**src/rtl/match_queue.sv**
```systemverilog
// rtl/match_queue.sv - FIFO queue with a parallel multi-mode search comparator
// Search looks at the contents present before the same edge's push/pop.
module match_queue #(
    parameter int numOfBit = 10,
    parameter int DEPTH    = 8,
    localparam int ADDR_W  = $clog2(DEPTH)
) (
    input  logic                clk,
    input  logic                rst_n,
    input  logic                Push,
    input  logic [numOfBit-1:0] DataIn,
    input  logic                Pop,
    output logic [numOfBit-1:0] DataOut,
    output logic                Full,
    output logic                Empty,
    output logic [ADDR_W:0]     Count,
    output logic                Overflow,
    output logic                Underflow,
    input  logic                SearchValid,
    input  logic [numOfBit-1:0] SearchKey,
    input  logic [1:0]          Mode,
    output logic                MatchValid,
    output logic                MatchFound,
    output logic [ADDR_W-1:0]   MatchIndex
);

    localparam logic [ADDR_W:0] FULL_COUNT = (ADDR_W+1)'(DEPTH);

    logic [numOfBit-1:0] mem [DEPTH];
    logic [ADDR_W-1:0]   head;
    logic [ADDR_W-1:0]   tail;
    logic                push_ok;
    logic                pop_ok;
    logic [DEPTH-1:0]    hit;
    logic                any_hit;
    logic [ADDR_W-1:0]   first_hit;

    assign Full    = (Count == FULL_COUNT);
    assign Empty   = (Count == '0);
    // A full queue still takes a push when the same edge frees a slot.
    assign push_ok = Push && (!Full || Pop);
    assign pop_ok  = Pop && !Empty;

    always_comb begin
        hit = '0;
        for (int i = 0; i < DEPTH; i++) begin
            logic [numOfBit-1:0] entry;
            entry = mem[head + ADDR_W'(i)];
            if ((ADDR_W+1)'(i) < Count) begin
                unique case (Mode)
                    2'b00:   hit[i] = (entry == SearchKey);
                    2'b01:   hit[i] = (entry < SearchKey);
                    2'b10:   hit[i] = (entry > SearchKey);
                    default: hit[i] = 1'b0;
                endcase
            end
        end
    end

    // Descending scan so the lowest (oldest) hitting offset wins.
    always_comb begin
        any_hit   = |hit;
        first_hit = '0;
        for (int i = DEPTH - 1; i >= 0; i--) begin
            if (hit[i]) begin
                first_hit = ADDR_W'(i);
            end
        end
    end

    always_ff @(posedge clk) begin
        if (push_ok) begin
            mem[tail] <= DataIn;
        end
    end

    always_ff @(posedge clk or negedge rst_n) begin
        if (!rst_n) begin
            head       <= '0;
            tail       <= '0;
            Count      <= '0;
            DataOut    <= '0;
            Overflow   <= 1'b0;
            Underflow  <= 1'b0;
            MatchValid <= 1'b0;
            MatchFound <= 1'b0;
            MatchIndex <= '0;
        end else begin
            Overflow   <= Push && !push_ok;
            Underflow  <= Pop && !pop_ok;
            MatchValid <= SearchValid;
            if (push_ok) begin
                tail <= tail + 1'b1;
            end
            if (pop_ok) begin
                head    <= head + 1'b1;
                DataOut <= mem[head];
            end
            if (push_ok && !pop_ok) begin
                Count <= Count + 1'b1;
            end else if (pop_ok && !push_ok) begin
                Count <= Count - 1'b1;
            end
            if (SearchValid) begin
                MatchFound <= any_hit;
                MatchIndex <= first_hit;
            end
        end
    end

endmodule

```
**config.mk**
```make
export PLATFORM = sky130hd
export DESIGN_NAME = match_queue
export DESIGN_NICKNAME = d
export VERILOG_FILES = /design/src/rtl/match_queue.sv
export SDC_FILE = /design/constraint.sdc
export NUM_CORES = 1
export LEC_CHECK = 0
export ABC_AREA = 1
export CAP_MARGIN = 15
export CORE_MARGIN = 2
export CORE_UTILIZATION = 52
export DETAILED_ROUTE_END_ITERATION = 10
export PLACE_DENSITY = 0.74
export REMOVE_ABC_BUFFERS = 1
export SLEW_MARGIN = 20
export SYNTH_ARGS = -nofsm -noshare
export SYNTH_HDL_FRONTEND = slang
export SYNTH_SLANG_ARGS = --single-unit
export TNS_END_PERCENT = 5
```
**constraint.sdc**
```tcl
create_clock -name clk -period 4.1 [get_ports clk]
set_clock_uncertainty 0.05 [all_clocks]
set_input_delay 0.82 -clock clk [delete_from_list [all_inputs] [get_ports clk]]
set_output_delay 0.82 -clock clk [all_outputs]
set_load 0.005 [all_outputs]
```
# Word-level counts from Yosys, hierarchy flattened
# Memories as Yosys holds them, arrays and structs flattened.
# Cells that the tools add are included.
dict set report op_classes {
  n_addsub 10
  magnitude_cmp 24
  mux 28
  eq_ne 11
  reduce_logical 15
}
# cell n
set op_table {}
lappend op_table {{== test 10 bit} 8}
lappend op_table {{> comparator 10 bit} 8}
lappend op_table {{< comparator 10 bit} 8}
lappend op_table {{two-way mux 3 bit} 8}
lappend op_table {{one-hot mux 1 bit (3 select lines)} 8}
lappend op_table {{< comparator 3 x 4 -> 1 bit, first input constant} 4}
lappend op_table {{adder 3 bit, second input constant} 4}
lappend op_table {{two-way mux 1 bit} 10}
lappend op_table {{< comparator 1 x 4 -> 1 bit, first input constant} 2}
lappend op_table {{< comparator 2 x 4 -> 1 bit, first input constant} 2}
lappend op_table {{two-way mux 4 bit} 2}
lappend op_table {{OR reduction 8 bit} 1}
lappend op_table {{adder 3 x 1 -> 3 bit, second input constant} 2}
lappend op_table {{adder 3 x 2 -> 3 bit, second input constant} 2}
lappend op_table {{logical AND 1 bit} 6}
lappend op_table {{adder 4 x 1 -> 4 bit, second input constant} 1}
lappend op_table {{== test 4 bit, second input constant} 1}
lappend op_table {{zero test 1 bit} 4}
lappend op_table {{zero test 4 bit} 1}
lappend op_table {{subtractor 4 x 1 -> 4 bit, second input constant} 1}
lappend op_table {{== test 2 x 1 -> 1 bit, second input constant} 1}
lappend op_table {{== test 2 bit, second input constant} 1}
lappend op_table {{zero test 2 bit} 1}
lappend op_table {{nonzero test 2 bit} 1}
lappend op_table {{logical OR 1 bit} 1}
dict set report word_totals {
  reg_bits 27
  mem_count 1
  word_cells 98
  out_inout_bits 23
  input_bits 27
  mem_bits_rw 80
}
# memory words word_bits rd rd_clocked_by_memory_dff wr line
set mem_list {}
lappend mem_list {mem 8 10 8 0 1 29} ;# logic [numOfBit-1:0] mem [DEPTH];

# Longest topological paths before layout
# An unclocked memory read counts as a cell.
dict set report logic_depth {
  word_depth 13
  mapped_depth 28
  mapped_depth_nobuf 25
}

# Worst setup path after synthesis
# No wires, ideal clock.
dict set report synth_timing {
  path_type {register -> register}
  startpoint {reg head[1]}
  endpoint {reg MatchFound}
  path_stages_with_launch 26
  setup_ns 0.121
  path_buffers 5
  required_ns 3.929
  synth_period_minus_slack_ns 3.493
  path_slack_ns 0.607
  t_arrival_ns 3.322
  path_cell_list {dfrtp_1 > buf_2 > inv_1 > buf_2 > buf_2 > ha_1 > inv_1 > clkbuf_1 > clkbuf_1 > nand2_1 > o21ai_0 > nand2_1 > o21ai_0 > ha_1 > nand2_2 > inv_1 > a21oi_1 > nand3_1 > nand2_1 > nand3_2 > nand2_1 > o21ai_2 > nor2_2 > nor2_2 > a21oi_1 > nand2_1}
}
dict set report synth_via {
  elab_chain_cells 6
  elab_cells_between_ends 49
  classes_between {add/sub (7); order compare (16); eq/ne (8); mux (16); reduce/logical (1); memory (1)}
}
# element line
set synth_rtl {}
lappend synth_rtl {{start: declaration} 30} ;# logic [ADDR_W-1:0] head;
lappend synth_rtl {{start signal: assignment} 96} ;# head <= head + 1'b1;
lappend synth_rtl {{adder 3 x 1 -> 3 bit, or another cell as far along} 48} ;# entry = mem[head + ADDR_W'(i)];
lappend synth_rtl {{memory (8 x 10 bit) *} --}
lappend synth_rtl {{> comparator 10 bit, or another cell as far along} 53} ;# 2'b10: hit[i] = (entry > SearchKey);
lappend synth_rtl {{one-hot mux 1 bit (3 select lines)} 50} ;# unique case (Mode)
lappend synth_rtl {{two-way mux 1 bit} 49} ;# if ((ADDR_W+1)'(i) < Count) begin
lappend synth_rtl {{OR reduction 8 bit *} 62} ;# any_hit = |hit;
lappend synth_rtl {{end signal: assignment} 105} ;# MatchFound <= any_hit;
lappend synth_rtl {{end: declaration} 23} ;# output logic MatchFound,
# Mark *: on every way between the ends. The rest lies on a longest branch, timed or not.
# A chain may end at the register's enable or synchronous reset.

# Worst setup path in the final report
dict set report layout_timing {
  startpoint {reg head[0]}
  endpoint {reg MatchFound}
}
# The elaborated chain is that of the path after synthesis.

==> flow_summary.json <==
{
  "slew_viol_final": 0,
  "ys_ff_latch": 107,
  "drcViolationCount": 0,
  "synthMuxAreaShare_pct": 0.467,
  "crit_chain": "inv_2, buf_4, nand2_1, nand3_1, o21ai_0, o21ai_0, ha_1, a21oi_1, nor2_1, nor3_1, nand3_1, nand2_1, nand3_1, nand2_2, nand2_2, nor2_2, nor2_2, a21oi_1, nand2_1",
  "nets": 1348,
  "cpLargestDelayFamily": "simple AND/OR/NAND/NOR gates",
  "hold_class": "register to register",
  "drt_iter0_drc": 738,
  "yosysSeqAreaShare_pct": 35.9,
  "path_class": "register to register",
  "hold_viol_final": 0,
  "dp_hpwl_mm": 17.3,
  "end_kind": "register",
  "cts_sinks": 107,
  "grt_pass1_wl_mm": 37.4,
  "netlist_area_mm2": 0.00857,
  "clk_pin_slew_ps": 70,
  "grt_max_degree": 82,
  "area_growth_pct": 12.0,
  "synth-compound-area-share_pct": 13.1,
  "die_height_um": 132,
  "cts_resized": 0,
  "cts_root_buf": "clkbuf_16",
  "synth_top_family_by_area": "simple AND/OR/NAND/NOR gates",
  "critical_path_peak_fanout": 78,
  "portBuffers": 49,
  "crit_arrival_ps": 3760,
  "setup_ws_ps": 544,
  "drt-pass1-iter-count": 5,
  "drive_gt1_share_pct": 5.66,
  "gp_congestion": 0.986,
  "dieArea_mm2": 0.0175,
  "htreeDepth": 3,
  "setup_viol": 0,
  "track_usage_pct": 27.5,
  "final_cell_mix": "nand2_1 (476), o21ai_0 (163), inv_1 (100)",
  "synth_area_leaders": "edfxtp_1 (28%), nand2_1 (21%), ha_1 (13%)",
  "ff2ff_path_depth": 19,
  "startpoint_type": "register",
  "design.core.area_mm2": 0.0160,
  "path_buf_inv": 2,
  "holdPathStages": 2,
  "dieWidth_um": 132,
  "viasPerCell": 5.47,
  "maxCapViolations": 0,
  "io-pin-count": 50,
  "routed_wl_mm": 23.2,
  "layout_commonest_cell": "nand2_1",
  "synth_top_cell_by_area": "edfxtp_1",
  "fin_crit_ps": 3560,
  "wire_per_inst_um": 15.9,
  "cp_slowest_cell": "buf_4",
  "antenna_found_initial": 0,
  "cp_slowest_stage_delay_ps": 580,
  "clock_path_buffers": 2,
  "vias": 7945,
  "yosysTopAreaCellShare_pct": 28.0,
  "rsz0062_at_grt": "false",
  "yosys.area_share.simple_pct": 29.4,
  "rows": 46,
  "max_slew_margin_pct": 46.9,
  "ff2ff_setup_slack_ps": 540,
  "grt_overflow_total": 0,
  "yosys.cell_types.count": 34,
  "pre_cts_ws_ps": 621,
  "synth_warnings": 0,
  "synth-xor-area-share_pct": 0.920,
  "synth_fa_ha_area_share_pct": 12.8,
  "cts_hold_buf": 0,
  "fmaxAchievable_mhz": 281,
  "post-cts-setup-buffer-count": 0,
  "cp.depth": 19,
  "grt_pass1_vias": 7224,
  "fin_crit_sh_pct": 86.7,
  "finalSetupTns_ps": 0,
  "tightest_slew_ps": 796,
  "cts_tree": "built",
  "cts_buffers": 9,
  "clock_latency_ps": 360,
  "avgSynthCellArea_um2": 7.13,
  "antenna_left": 0,
  "syn_inst": 1202,
  "insertedDiodeCount": 0,
  "initial_utilization_pct": 53.6,
  "cp.required_ps": 4300,
  "status": "finished, final reports clean"
}
## cells in the mapped netlist
master    instances
nand3b_2          1
or2_0             1
or2_2             1
nor2_2            9
o21bai_1          1
buf_2            23
ha_1             88
nand4_1          12
nand3_1          65
or2_1             1
o21ai_2           2
edfxtp_1         80
o21ai_1          16
o21ai_0         163
dfrtp_1          27
o211ai_1          4
nor2_1           36
nor2_4            4
buf_4             1
o21a_1            3
mux2i_1           4
buf_1             2
xor2_1            7
xnor2_1           2
inv_1           100
inv_2             5
and2_4            1
nand3_2           1
nor3_1            4
a21oi_1          29
clkbuf_1         28
nand2_2           4
a21o_1            1
nand2_1         476
## cells by family (layout without fill, tap and decap cells)
logic type | count (synthesis) | after routing
xor gates and xnor gates | 9 | 9
and+or+nand+nor | 616 | 616
buffers and inverters | 159 | 194
AOI/OAI and AO/OA | 219 | 219
muxes | 4 | 4
DFF | 107 | 107
adders and majority gates | 88 | 88
## metrics by stage
stage	hold WS [ps]	utilization, %	std cells	cell area [um2]
2_1_floorplan	422	-	1148	8340
3_3_place_gp	414	58.1	1438	9290
3_5_place_dp	415	58.1	1438	9290
4_1_cts	434	60.0	1453	9600
5_1_grt	468	60.0	1453	9600
6_report	431	60.0	1453	9600
## layer usage
metal	wire (um)	GRT usage (%)	part of all wire, %	vias up
met5	0	0	0	-
met4	833	12.6	3.6	0
met3	1620	4.00	7.0	38
met2	10400	43.9	45	288
met1	10300	37.0	44	3610
li1	-	-	-	4009
## tightest hold or removal path: cells and delay by family (launching register included)
kind / cells / cell delay, ps
DFF: 1 / 340
and+or+nand+nor: 2 / 100
## worst paths after layout
check / start / end
max: head[0] / MatchFound
min: DataOut[3] / DataOut[3]
max reg2reg: head[0] / MatchFound
min reg2reg: DataOut[3] / DataOut[3]
max in group asynchronous: rst_n / head[0]
min in group asynchronous: rst_n / DataOut[3]
## cell type report
type	instances	area (um2)
clock inverters	4	76.3
clock buffers	11	233
repair buffers	74	678
flip-flops and latches	107	3080
fillers	1548	6400
well taps	216	270
multi-input cells	936	4870
inverters	105	394
## registers in the layout, indices dropped and copies added (netlist names)
signal,cells
Count,4
DataOut,10
MatchFound,1
MatchIndex,3
MatchValid,1
Overflow,1
Underflow,1
head,3
mem,80
tail,3
Power is left out: the tool's default activity adds up to more than one toggle a clock period on the data nets, which glitch-free logic cannot reach.
